## config.mk

```make
export PLATFORM = sky130hd
export DESIGN_NAME = decade_counter_ctrl
export DESIGN_NICKNAME = d
export VERILOG_FILES = /design/src/rtl/decade_counter_ctrl.sv
export SDC_FILE = /design/constraint.sdc
export NUM_CORES = 1
export LEC_CHECK = 0
export BUFFER_PORTS_ARGS = -buffer_cell sky130_fd_sc_hd__buf_2
export CAP_MARGIN = 20
export CORE_MARGIN = 8
export CORE_UTILIZATION = 44
export DETAILED_ROUTE_END_ITERATION = 10
export PLACE_DENSITY = 0.81
export REMOVE_ABC_BUFFERS = 1
export SETUP_SLACK_MARGIN = 0.3
export SYNTH_ARGS = -nofsm -noshare
export SYNTH_HDL_FRONTEND = slang
export SYNTH_SLANG_ARGS = --single-unit
```

## constraint.sdc

```tcl
create_clock -name clk -period 5.6 [get_ports clk]
set_clock_uncertainty 0.15 [all_clocks]
set_input_delay 0.28 -clock clk [delete_from_list [all_inputs] [get_ports clk]]
set_output_delay 0.28 -clock clk [all_outputs]
set_load 0.01 [all_outputs]
```

## src/rtl/decade_counter_ctrl.sv

```systemverilog
// Run/pause/clear controller for a three-digit BCD counter chain, saturating at 999.
// Optional lap snapshot register is built when DECADE_CTRL_LAP_EN is defined.
module decade_counter_ctrl #(
  parameter int unsigned TICK_DIV = 10
) (
  input  logic        clk,
  input  logic        reset_n,
  input  logic        start,
  input  logic        stop,
  input  logic        clear,
  input  logic        lap,
  input  logic [3:0]  ones,
  input  logic [3:0]  tens,
  input  logic [3:0]  hundreds,
  output logic        cnt_enable,
  output logic        cnt_clr_n,
  output logic        running,
  output logic        overflow,
  output logic [11:0] lap_bcd,
  output logic        lap_valid
);

  localparam int PW = (TICK_DIV > 1) ? $clog2(TICK_DIV) : 1;
  localparam logic [PW-1:0] PRESC_LAST = PW'(TICK_DIV - 1);

  typedef enum logic [1:0] {
    IDLE  = 2'd0,
    RUN   = 2'd1,
    PAUSE = 2'd2,
    OVF   = 2'd3
  } state_e;

  state_e        state_q, state_d;
  logic [PW-1:0] presc_q, presc_d;
  logic          clr_n_q, clr_n_d;
  logic          running_q, overflow_q;
  logic          tick;
  logic          terminal;

  assign terminal = (hundreds == 4'd9) && (tens == 4'd9) && (ones == 4'd9);
  assign tick     = (state_q == RUN) && (presc_q == PRESC_LAST);

  // A stop or clear in the tick cycle must not let the chain advance.
  assign cnt_enable = tick && !terminal && !stop && !clear;

  always_comb begin
    state_d = state_q;
    presc_d = presc_q;
    clr_n_d = 1'b1;
    if (clear) begin
      state_d = IDLE;
      presc_d = '0;
      clr_n_d = 1'b0;
    end else if (stop && (state_q == RUN)) begin
      state_d = PAUSE;
    end else if (start && ((state_q == IDLE) || (state_q == PAUSE))) begin
      state_d = RUN;
    end else if (state_q == RUN) begin
      if (presc_q == PRESC_LAST) begin
        presc_d = '0;
        if (terminal) begin
          state_d = OVF;
        end
      end else begin
        presc_d = presc_q + PW'(1);
      end
    end
  end

  always_ff @(posedge clk or negedge reset_n) begin
    if (!reset_n) begin
      state_q    <= IDLE;
      presc_q    <= '0;
      clr_n_q    <= 1'b1;
      running_q  <= 1'b0;
      overflow_q <= 1'b0;
    end else begin
      state_q    <= state_d;
      presc_q    <= presc_d;
      clr_n_q    <= clr_n_d;
      running_q  <= (state_d == RUN);
      overflow_q <= (state_d == OVF);
    end
  end

  assign cnt_clr_n = clr_n_q;
  assign running   = running_q;
  assign overflow  = overflow_q;

`ifdef DECADE_CTRL_LAP_EN
  logic [11:0] lap_bcd_q;
  logic        lap_valid_q;

  // Captures the digits as presented before this edge's increment.
  always_ff @(posedge clk or negedge reset_n) begin
    if (!reset_n) begin
      lap_bcd_q   <= '0;
      lap_valid_q <= 1'b0;
    end else if (clear) begin
      lap_bcd_q   <= '0;
      lap_valid_q <= 1'b0;
    end else if (lap) begin
      lap_bcd_q   <= {hundreds, tens, ones};
      lap_valid_q <= 1'b1;
    end else begin
      lap_valid_q <= 1'b0;
    end
  end

  assign lap_bcd   = lap_bcd_q;
  assign lap_valid = lap_valid_q;
`else
  logic lap_unused;
  assign lap_unused = lap;
  assign lap_bcd    = 12'h000;
  assign lap_valid  = 1'b0;
`endif

endmodule

```

## After elaboration in Yosys (flattened, before gate mapping)

Index checks and enable logic that the tools add are counted.

- Flip-flop bits (word level): 9
- Output and inout port bits: 17
- Word-level logic and storage cells: 43

- Equal/unequal tests: 10
- Muxes and demuxes: 12
- Reduce and logical (&&, ||, !) cells: 15
- Add/sub/neg operators: 1

Operators with widths:

| kind | number |
|---|---|
| 2-to-1 mux 4 bit | 5 |
| == test 4 bit (second input constant) | 4 |
| 2-to-1 mux 2 bit | 6 |
| logical AND 1 bit | 8 |
| adder 4 x 1 -> 4 bit (second input constant) | 1 |
| == test 2 x 1 -> 1 bit (second input constant) | 2 |
| == test 2 bit (second input constant) | 2 |
| != test 2 bit (second input constant) | 2 |
| zero test 1 bit | 3 |
| AND reduction 3 bit | 1 |
| zero test 2 bit | 1 |
| nonzero test 2 bit | 1 |
| logical OR 1 bit | 1 |
| 2-to-1 mux 1 bit | 1 |

## Logic depth before layout (Yosys ltp)

Gate-level depths: netlist (run 1).

- Depth after elaboration: 10
- Gate-level depth with buffers: 5
- Gate-level depth less buffers: 5

## Worst setup path after synthesis (run 1)

Ideal clock, no wire load.

- Kind: register to register
- Start: register state_q[1]
- End: register presc_q[3]
- Data required time: 5.368 ns
- Path buffers: 1
- Slack: 3.829 ns
- Library setup time: 0.082 ns
- Data arrival time: 1.539 ns
- Clock period less this slack: 1.771 ns
- Cell stages (with the launch flop): 5
- Cells stage by stage: dfrtp_1 -> or3b_1 -> buf_2 -> or4b_1 -> a31oi_1

- Word-level cells in the longest chain between the ends: 5

Ends and longest elaborated chain:

| item | line | source |
|---|---|---|
| start, declared | 33 | `state_e state_q, state_d;` |
| start signal, assigned | 78 | `state_q <= state_d;` |
| == test 2 bit / zero test 2 bit (equally long branches) | 56 | `end else if (start && ((state_q == IDLE) \|\| (state_q == PAUSE))) begin` |
| logical OR 1 bit | 56 |  |
| logical AND 1 bit | 56 |  |
| != test 2 bit (no source line) | -- |  |
| AND reduction 3 bit (no source line) * | -- |  |
| end signal, assigned | 79 | `presc_q <= presc_d;` |
| end, declared | 34 | `logic [PW-1:0] presc_q, presc_d;` |

Every way passes the cells marked *; elsewhere a longest branch is shown, timed or not.
A chain may end at the register's enable or synchronous reset.

## Worst setup path in the final report (run 1)

- Start: register state_q[1]
- End: output cnt_enable

- Word-level cells in the longest chain between the ends: 5

Ends and longest elaborated chain:

| item | line | source |
|---|---|---|
| == test 2 x 1 -> 1 bit | 41 | `assign tick = (state_q == RUN) && (presc_q == PRESC_LAST);` |
| logical AND 1 bit | 41 |  |
| logical AND 1 bit (3 in a row) | 44 | `assign cnt_enable = tick && !terminal && !stop && !clear;` |
| end, declared | 15 | `output logic cnt_enable,` |

No other way between the ends.

==> flow_summary_export.csv, run 1 <==
group,metric,value,unit
grt,overflow,0,
sta,final.min_clock_period,2.02,ns
sta,fin_ws,3.58,ns
run,max_cap_violations,0,
clock_tree,clock_insertion_delay_worst_skew,0.25,ns
sta,post-route-period-util,36.1,%
pwr,p_per_area,202,mW/mm^2
cells_and_area,layout.cells.most_common,"sky130_fd_sc_hd__buf_2",
cells_and_area,design.final.nets,107,
floorplanning,boundaryPins,35,
clock_tree,cts.repair_timing.setup_buffer_count,0,
placed_design,post_placement_cell_count,96,
yosys,netlist_area,592,sq um
sta,timing.final.setup_violations,0,
floorplanning,fp.coreArea,0.00128,sq mm
clock_tree,cts-root-buf,"sky130_fd_sc_hd__clkbuf_4",
worst_setup_path,critPathMaxFanout,10,
floorplanning,chipHeight,52.7,um
route,drt_iter0_drc,11,
yosys,post_synth_main_area_contributors,"sky130_fd_sc_hd__dfrtp_1, sky130_fd_sc_hd__buf_4, sky130_fd_sc_hd__nor4bb_1, sky130_fd_sc_hd__dfstp_2, sky130_fd_sc_hd__ha_1",
floorplanning,chipWidth,52.7,um
pwr,ir_worst_vdd,93.4,uV
clock_tree,max_buffers_root_to_sink,2,
clock_tree,cts_made_buffers,3,
placed_design,io_buffers,20,
route,route.vias.total,507,
yosys,syn_inst,64,
floorplanning,die_area,0.00277,sq mm
cells_and_area,finish.cell_count_without_fillers,101,
cells_and_area,most-common-layout-cells,"sky130_fd_sc_hd__buf_2, sky130_fd_sc_hd__conb_1, sky130_fd_sc_hd__dfrtp_1",
cells_and_area,diode_count,0,
grt,wire_length_of_the_first_global_routing_pass,1.89,mm
clock_tree,cts_repair_resize_count,0,
route,viasPerCell,5.02,
cells_and_area,post_route_cells_drive_above_1_share,27.9,%
grt,grt_pass1_vias,488,
pwr,power_leakage,0.000370,uW
worst_hold_path,hp-class,"primary input to register",
worst_setup_path,timing.critical_path.to_type,"primary output",
route,antenna_violating_nets_left,0,
route,wire_per_inst,12.6,um
grt,grt_max_degree,11,
clock_tree,cts_sinks,9,
grt,antenna_found_initial,0,
sta,timing.final.hold_violations,0,
yosys,synth_seq_area_share,38.3,%
outcome,status,"finished clean",
placed_design,placedInstanceArea,649,sq um
clock_tree,worst_setup_hold_path_clk_slew,0.06,ns
sta,setup_tns,0,ns
yosys,unique_cell_type_count_in_the_yosys_netlist,27,
worst_setup_path,timing.critical_path.arrival,1.59,ns
yosys,synth_seq_cells,9,
placed_design,gp_congestion,0.769,
yosys,synth_top_area_share,33.8,%
sta,grt_setup_unrepaired,"no",
yosys,synth.largest_area_cell,"sky130_fd_sc_hd__dfrtp_1",
worst_setup_path,crit_type,"register to primary output",
clock_tree,htree_num_levels,1,
cells_and_area,area_growth_syn_to_layout,15.9,%
sta,timing_max_transition_violations_final,0,
yosys,synth.yosys.warnings,0,
floorplanning,floorplan.initialDensity,46.1,%
route,routed_wirelength,1.27,mm
worst_setup_path,crit_path_start_kind,"register",
sta,max_freq,495,MHz
floorplanning,std_cell_rows,13,
route,detailedRoute.firstPassIterationCount,4,
placed_design,dp_slack,3.74,ns
route,drt_drc_violations_left,0,
clock_tree,cts_hold_buffers_added,1,
placed_design,place_hpwl,1.04,mm
cells_and_area,post_route_cell_area,686,sq um
worst_setup_path,worstPathRequired,5.17,ns
clock_tree,cts_tree,"yes",
yosys,synthesis.area_per_instance,9.25,sq um
grt,global_route.usage.total,9.26,%
cells_and_area,fillers,130,
worst_setup_path,register_to_register_setup_slack,3.71,ns
==> synthesized netlist by cell type <==
| master | instances |
|---|---|
| sky130_fd_sc_hd__a21o_1 | 1 |
| sky130_fd_sc_hd__a21oi_1 | 4 |
| sky130_fd_sc_hd__a221oi_1 | 1 |
| sky130_fd_sc_hd__a31oi_1 | 1 |
| sky130_fd_sc_hd__a32o_1 | 1 |
| sky130_fd_sc_hd__and3_1 | 2 |
| sky130_fd_sc_hd__and3b_1 | 1 |
| sky130_fd_sc_hd__and4_1 | 1 |
| sky130_fd_sc_hd__buf_2 | 1 |
| sky130_fd_sc_hd__buf_4 | 13 |
| sky130_fd_sc_hd__clkbuf_1 | 1 |
| sky130_fd_sc_hd__conb_1 | 1 |
| sky130_fd_sc_hd__dfrtp_1 | 8 |
| sky130_fd_sc_hd__dfstp_2 | 1 |
| sky130_fd_sc_hd__ha_1 | 2 |
| sky130_fd_sc_hd__inv_1 | 5 |
| sky130_fd_sc_hd__nand2_1 | 3 |
| sky130_fd_sc_hd__nand2b_1 | 1 |
| sky130_fd_sc_hd__nand3_1 | 2 |
| sky130_fd_sc_hd__nor2_1 | 2 |
| sky130_fd_sc_hd__nor4bb_1 | 3 |
| sky130_fd_sc_hd__o21ai_0 | 3 |
| sky130_fd_sc_hd__o311a_1 | 1 |
| sky130_fd_sc_hd__or3_1 | 2 |
| sky130_fd_sc_hd__or3b_1 | 1 |
| sky130_fd_sc_hd__or4_1 | 1 |
| sky130_fd_sc_hd__or4b_1 | 1 |
==> layout make-up <==
cell class / count / area (sq um) / share of cell area [%]
multi-input combinational: 47 / 285 / 41.6
timing repair buffer: 21 / 110 / 16.1
sequential: 9 / 226 / 33.0
inverter: 5 / 18.8 / 2.74
tap: 15 / 18.8 / 2.74
clock buffer: 4 / 26.3 / 3.83
==> power by group <==
| group | total [uW] | leakage, uW | switching [uW] | internal (uW) |
|---|---|---|---|---|
| Clock | 48.3 | 0.0000150 | 21.0 | 27.4 |
| Sequential | 69.5 | 0.000120 | 1.92 | 67.5 |
| Combinational | 20.5 | 0.000236 | 11.9 | 8.60 |
==> critical path, cell delays in order (launching register included) <==
cell and delay (ns):
sky130_fd_sc_hd__dfrtp_1 0.42, sky130_fd_sc_hd__or3b_1 0.53, sky130_fd_sc_hd__nor2_1 0.12, sky130_fd_sc_hd__and3_1 0.16, sky130_fd_sc_hd__buf_2 0.12
==> metrics by stage <==
step           hold WS (ns)  power, uW  util (%)
3_3_place_gp        -0.0153       89.5      50.5
5_1_grt               0.137        146      53.4
2_1_floorplan        -0.166       80.6         -
6_report              0.132        138      53.4
4_1_cts               0.127        140      53.4
3_5_place_dp        -0.0142       90.5      50.5
==> kinds of logic (layout without fill, tap and decap cells) <==
| family | count (synthesis) | in the layout | share of synthesized area (%) |
|---|---|---|---|
| AOI/OAI and AO/OA | 12 | 12 | 13.1 |
| adders and majority gates | 2 | 2 | 4.23 |
| buffers and inverters | 20 | 30 | 21.1 |
| DFF | 9 | 9 | 38.3 |
| other | 1 | 13 | 0.634 |
| and+or+nand+nor | 20 | 20 | 22.6 |
==> registers in the layout, indices dropped and copies added, names as in the netlist <==
| register | flops |
|---|---|
| overflow | 1 |
| state_q | 2 |
| presc_q | 4 |
| running | 1 |
| cnt_clr_n | 1 |
==> routing by layer <==
metal / GRT usage [%] / vias to the layer above / part of all wire, %
met1: 9.64 / 235 / 40
met5: 0 / - / 0
met3: 4.83 / 2 / 12
met4: 5.17 / 0 / 0.71
li1: - / 242 / -
met2: 14.6 / 28 / 47
==> worst paths after layout <==
kind,cells after the start,start,end
worst max-delay path,4,state_q[1],cnt_enable
worst min-delay path,2,clear,presc_q[1]
worst max register to register,3,state_q[1],presc_q[3]
worst min register to register,2,presc_q[1],presc_q[1]
max in group asynchronous,2,reset_n,cnt_clr_n
min in group asynchronous,2,reset_n,presc_q[3]
(Power assumes the default switching activity.)
==> run 2: changes to the inputs <==
--- a/config.mk
+++ b/config.mk
@@ -8,9 +8,9 @@
 export BUFFER_PORTS_ARGS = -buffer_cell sky130_fd_sc_hd__buf_2
 export CAP_MARGIN = 20
 export CORE_MARGIN = 8
-export CORE_UTILIZATION = 44
+export CORE_UTILIZATION = 37
 export DETAILED_ROUTE_END_ITERATION = 10
-export PLACE_DENSITY = 0.81
+export PLACE_DENSITY = 0.73
 export REMOVE_ABC_BUFFERS = 1
 export SETUP_SLACK_MARGIN = 0.3
 export SYNTH_ARGS = -nofsm -noshare
==> constraint.sdc (replaced) <==
create_clock -name clk -period 1.6 [get_ports clk]
set_clock_uncertainty 0.15 [all_clocks]
set_input_delay 0.08 -clock clk [delete_from_list [all_inputs] [get_ports clk]]
set_output_delay 0.08 -clock clk [all_outputs]
set_load 0.01 [all_outputs]
==> run 2 against run 1 <==
Against the previous run:
- the flow now finishes with violations (setup timing)
- cell area rose by 19%
- utilization rose by 0.96 points
- sequential share of layout area fell by 5.4 points
- non-clock buffer count rose by 13
- via count rose by 18%
- sequential power rose to 3.5 times the previous value
- critical path depth rose by 1
- worst setup slack got worse by 3.7 ns
- die area rose by 13%
- critical path type unchanged
==> flow_summary_export.csv, run 2 (synthesis results as in run 1) <==
group,metric,value,unit
floorplanning,die_area,0.00314,sq mm
route,routed_wirelength,1.57,mm
floorplanning,floorplan.initialDensity,39.3,%
cells_and_area,post_route_cells_drive_above_1_share,42.4,%
route,viasPerCell,5.20,
worst_setup_path,crit_type,"register to primary output",
grt,global_route.usage.total,10.5,%
sta,max_freq,570,MHz
floorplanning,chipHeight,56.0,um
route,antenna_violating_nets_left,0,
worst_hold_path,hp-class,"primary input to register",
clock_tree,htree_num_levels,1,
cells_and_area,layout.cells.most_common,"sky130_fd_sc_hd__buf_2",
sta,timing.final.hold_violations,0,
cells_and_area,post_route_cell_area,818,sq um
pwr,power_leakage,0.000435,uW
outcome,status,"finished with violations",
clock_tree,cts_made_buffers,3,
cells_and_area,area_growth_syn_to_layout,38.3,%
floorplanning,std_cell_rows,14,
sta,final.min_clock_period,1.75,ns
grt,overflow,0,
grt,grt_max_degree,10,
run,max_cap_violations,0,
sta,fin_ws,-0.153,ns
sta,post-route-period-util,110,%
cells_and_area,final_util,54.3,%
route,drt_drc_violations_left,0,
cells_and_area,design.final.nets,120,
worst_setup_path,worstPathRequired,1.37,ns
placed_design,post_placement_cell_count,102,
outcome,failed_checks,"setup timing",
route,drt_iter0_drc,15,
worst_setup_path,crit_path_start_kind,"register",
cells_and_area,fillers,140,
cells_and_area,finish.cell_count_without_fillers,115,
grt,antenna_found_initial,0,
clock_tree,cts_sinks,9,
sta,timing_max_transition_violations_final,0,
route,route.vias.total,598,
clock_tree,cts_tree,"yes",
grt,wire_length_of_the_first_global_routing_pass,2.69,mm
floorplanning,boundaryPins,35,
grt,grt_pass1_vias,664,
cells_and_area,top_regs,"presc_q (4), state_q (2)",
route,detailedRoute.firstPassIterationCount,4,
placed_design,place_hpwl,1.14,mm
placed_design,dp_slack,-0.106,ns
clock_tree,cts-root-buf,"sky130_fd_sc_hd__clkbuf_4",
cells_and_area,diode_count,0,
cells_and_area,largest_register_ffs,4,
worst_setup_path,register_to_register_setup_slack,-0.11,ns
cells_and_area,most-common-layout-cells,"sky130_fd_sc_hd__buf_2, sky130_fd_sc_hd__conb_1, sky130_fd_sc_hd__buf_4",
sta,grt_setup_unrepaired,"yes",
clock_tree,worst_setup_hold_path_clk_slew,0.06,ns
pwr,ir_worst_vdd,286,uV
floorplanning,chipWidth,56.0,um
pwr,totalPowerFinal,529,uW
route,wire_per_inst,13.7,um
worst_setup_path,timing.critical_path.arrival,1.52,ns
placed_design,io_buffers,20,
sta,timing.final.setup_violations,4,
floorplanning,fp.coreArea,0.00151,sq mm
clock_tree,max_buffers_root_to_sink,2,
worst_setup_path,timing.critical_path.to_type,"primary output",
placed_design,placedInstanceArea,688,sq um
clock_tree,clock_insertion_delay_worst_skew,0.26,ns
cells_and_area,regMostFlops,"presc_q",
pwr,p_per_area,647,mW/mm^2
placed_design,gp_congestion,0.769,
worst_setup_path,critPathMaxFanout,5,
## run 2: final timing paths
path	endpoint	depth (start not counted)	from
min in group asynchronous	presc_q[0]	2	reset_n
worst max-delay path	cnt_enable	5	state_q[1]
worst max register to register	presc_q[0]	5	state_q[1]
worst min register to register	presc_q[3]	2	presc_q[3]
worst min-delay path	running	3	stop
max in group asynchronous	cnt_clr_n	2	reset_n
## run 2: layout make-up
cell class,count,area [sq um],area share (%)
multi-input cells,47,308,37.6
flip-flops and latches,9,226,27.7
repair buffers,34,219,26.8
clock buffers,4,26.3,3.21
well taps,16,20.0,2.45
inverters,5,18.8,2.29
## run 2: layer usage
layer / wire (um) / share of wire (%) / track usage [%] / vias to the layer above
met2: 732 / 47 / 16.8 / 55
met1: 594 / 38 / 10.1 / 266
met3: 200 / 13 / 4.79 / 8
li1: - / - / - / 269
met4: 46 / 2.9 / 8.25 / 0
met5: 0 / 0 / 0 / -
## run 2: what timing repair did
item / 4_1_cts / 5_1_grt
hold endpoints to repair: 17 / 0
setup buffers: 3 / 2
pin swaps: 4 / 2
resized for setup: 6 / 4
setup endpoints to repair: 8 / 8
hold buffers: 4 / 0
## run 2: through the flow
stage | hold slack (ns) | setup TNS [ns]
2_1_floorplan | -0.366 | -0.160
3_3_place_gp | -0.214 | -0.116
3_5_place_dp | -0.212 | -0.307
4_1_cts | 0.0200 | -0.324
5_1_grt | 0.0383 | -0.691
6_report | 0.0248 | -0.417
## run 2: where the power goes
part | switching [uW] | internal (uW) | total (uW)
Combinational | 54.3 | 51.8 | 106
Clock | 86.5 | 96.5 | 183
Sequential | 3.65 | 236 | 240
Total | 144 | 385 | 529
## run 2: worst max-delay path: stages, from the launching register on
cell	delay, ns
sky130_fd_sc_hd__dfrtp_1	0.39
sky130_fd_sc_hd__or3b_4	0.40
sky130_fd_sc_hd__buf_6	0.14
sky130_fd_sc_hd__nor2_2	0.06
sky130_fd_sc_hd__and3_1	0.14
sky130_fd_sc_hd__buf_2	0.12
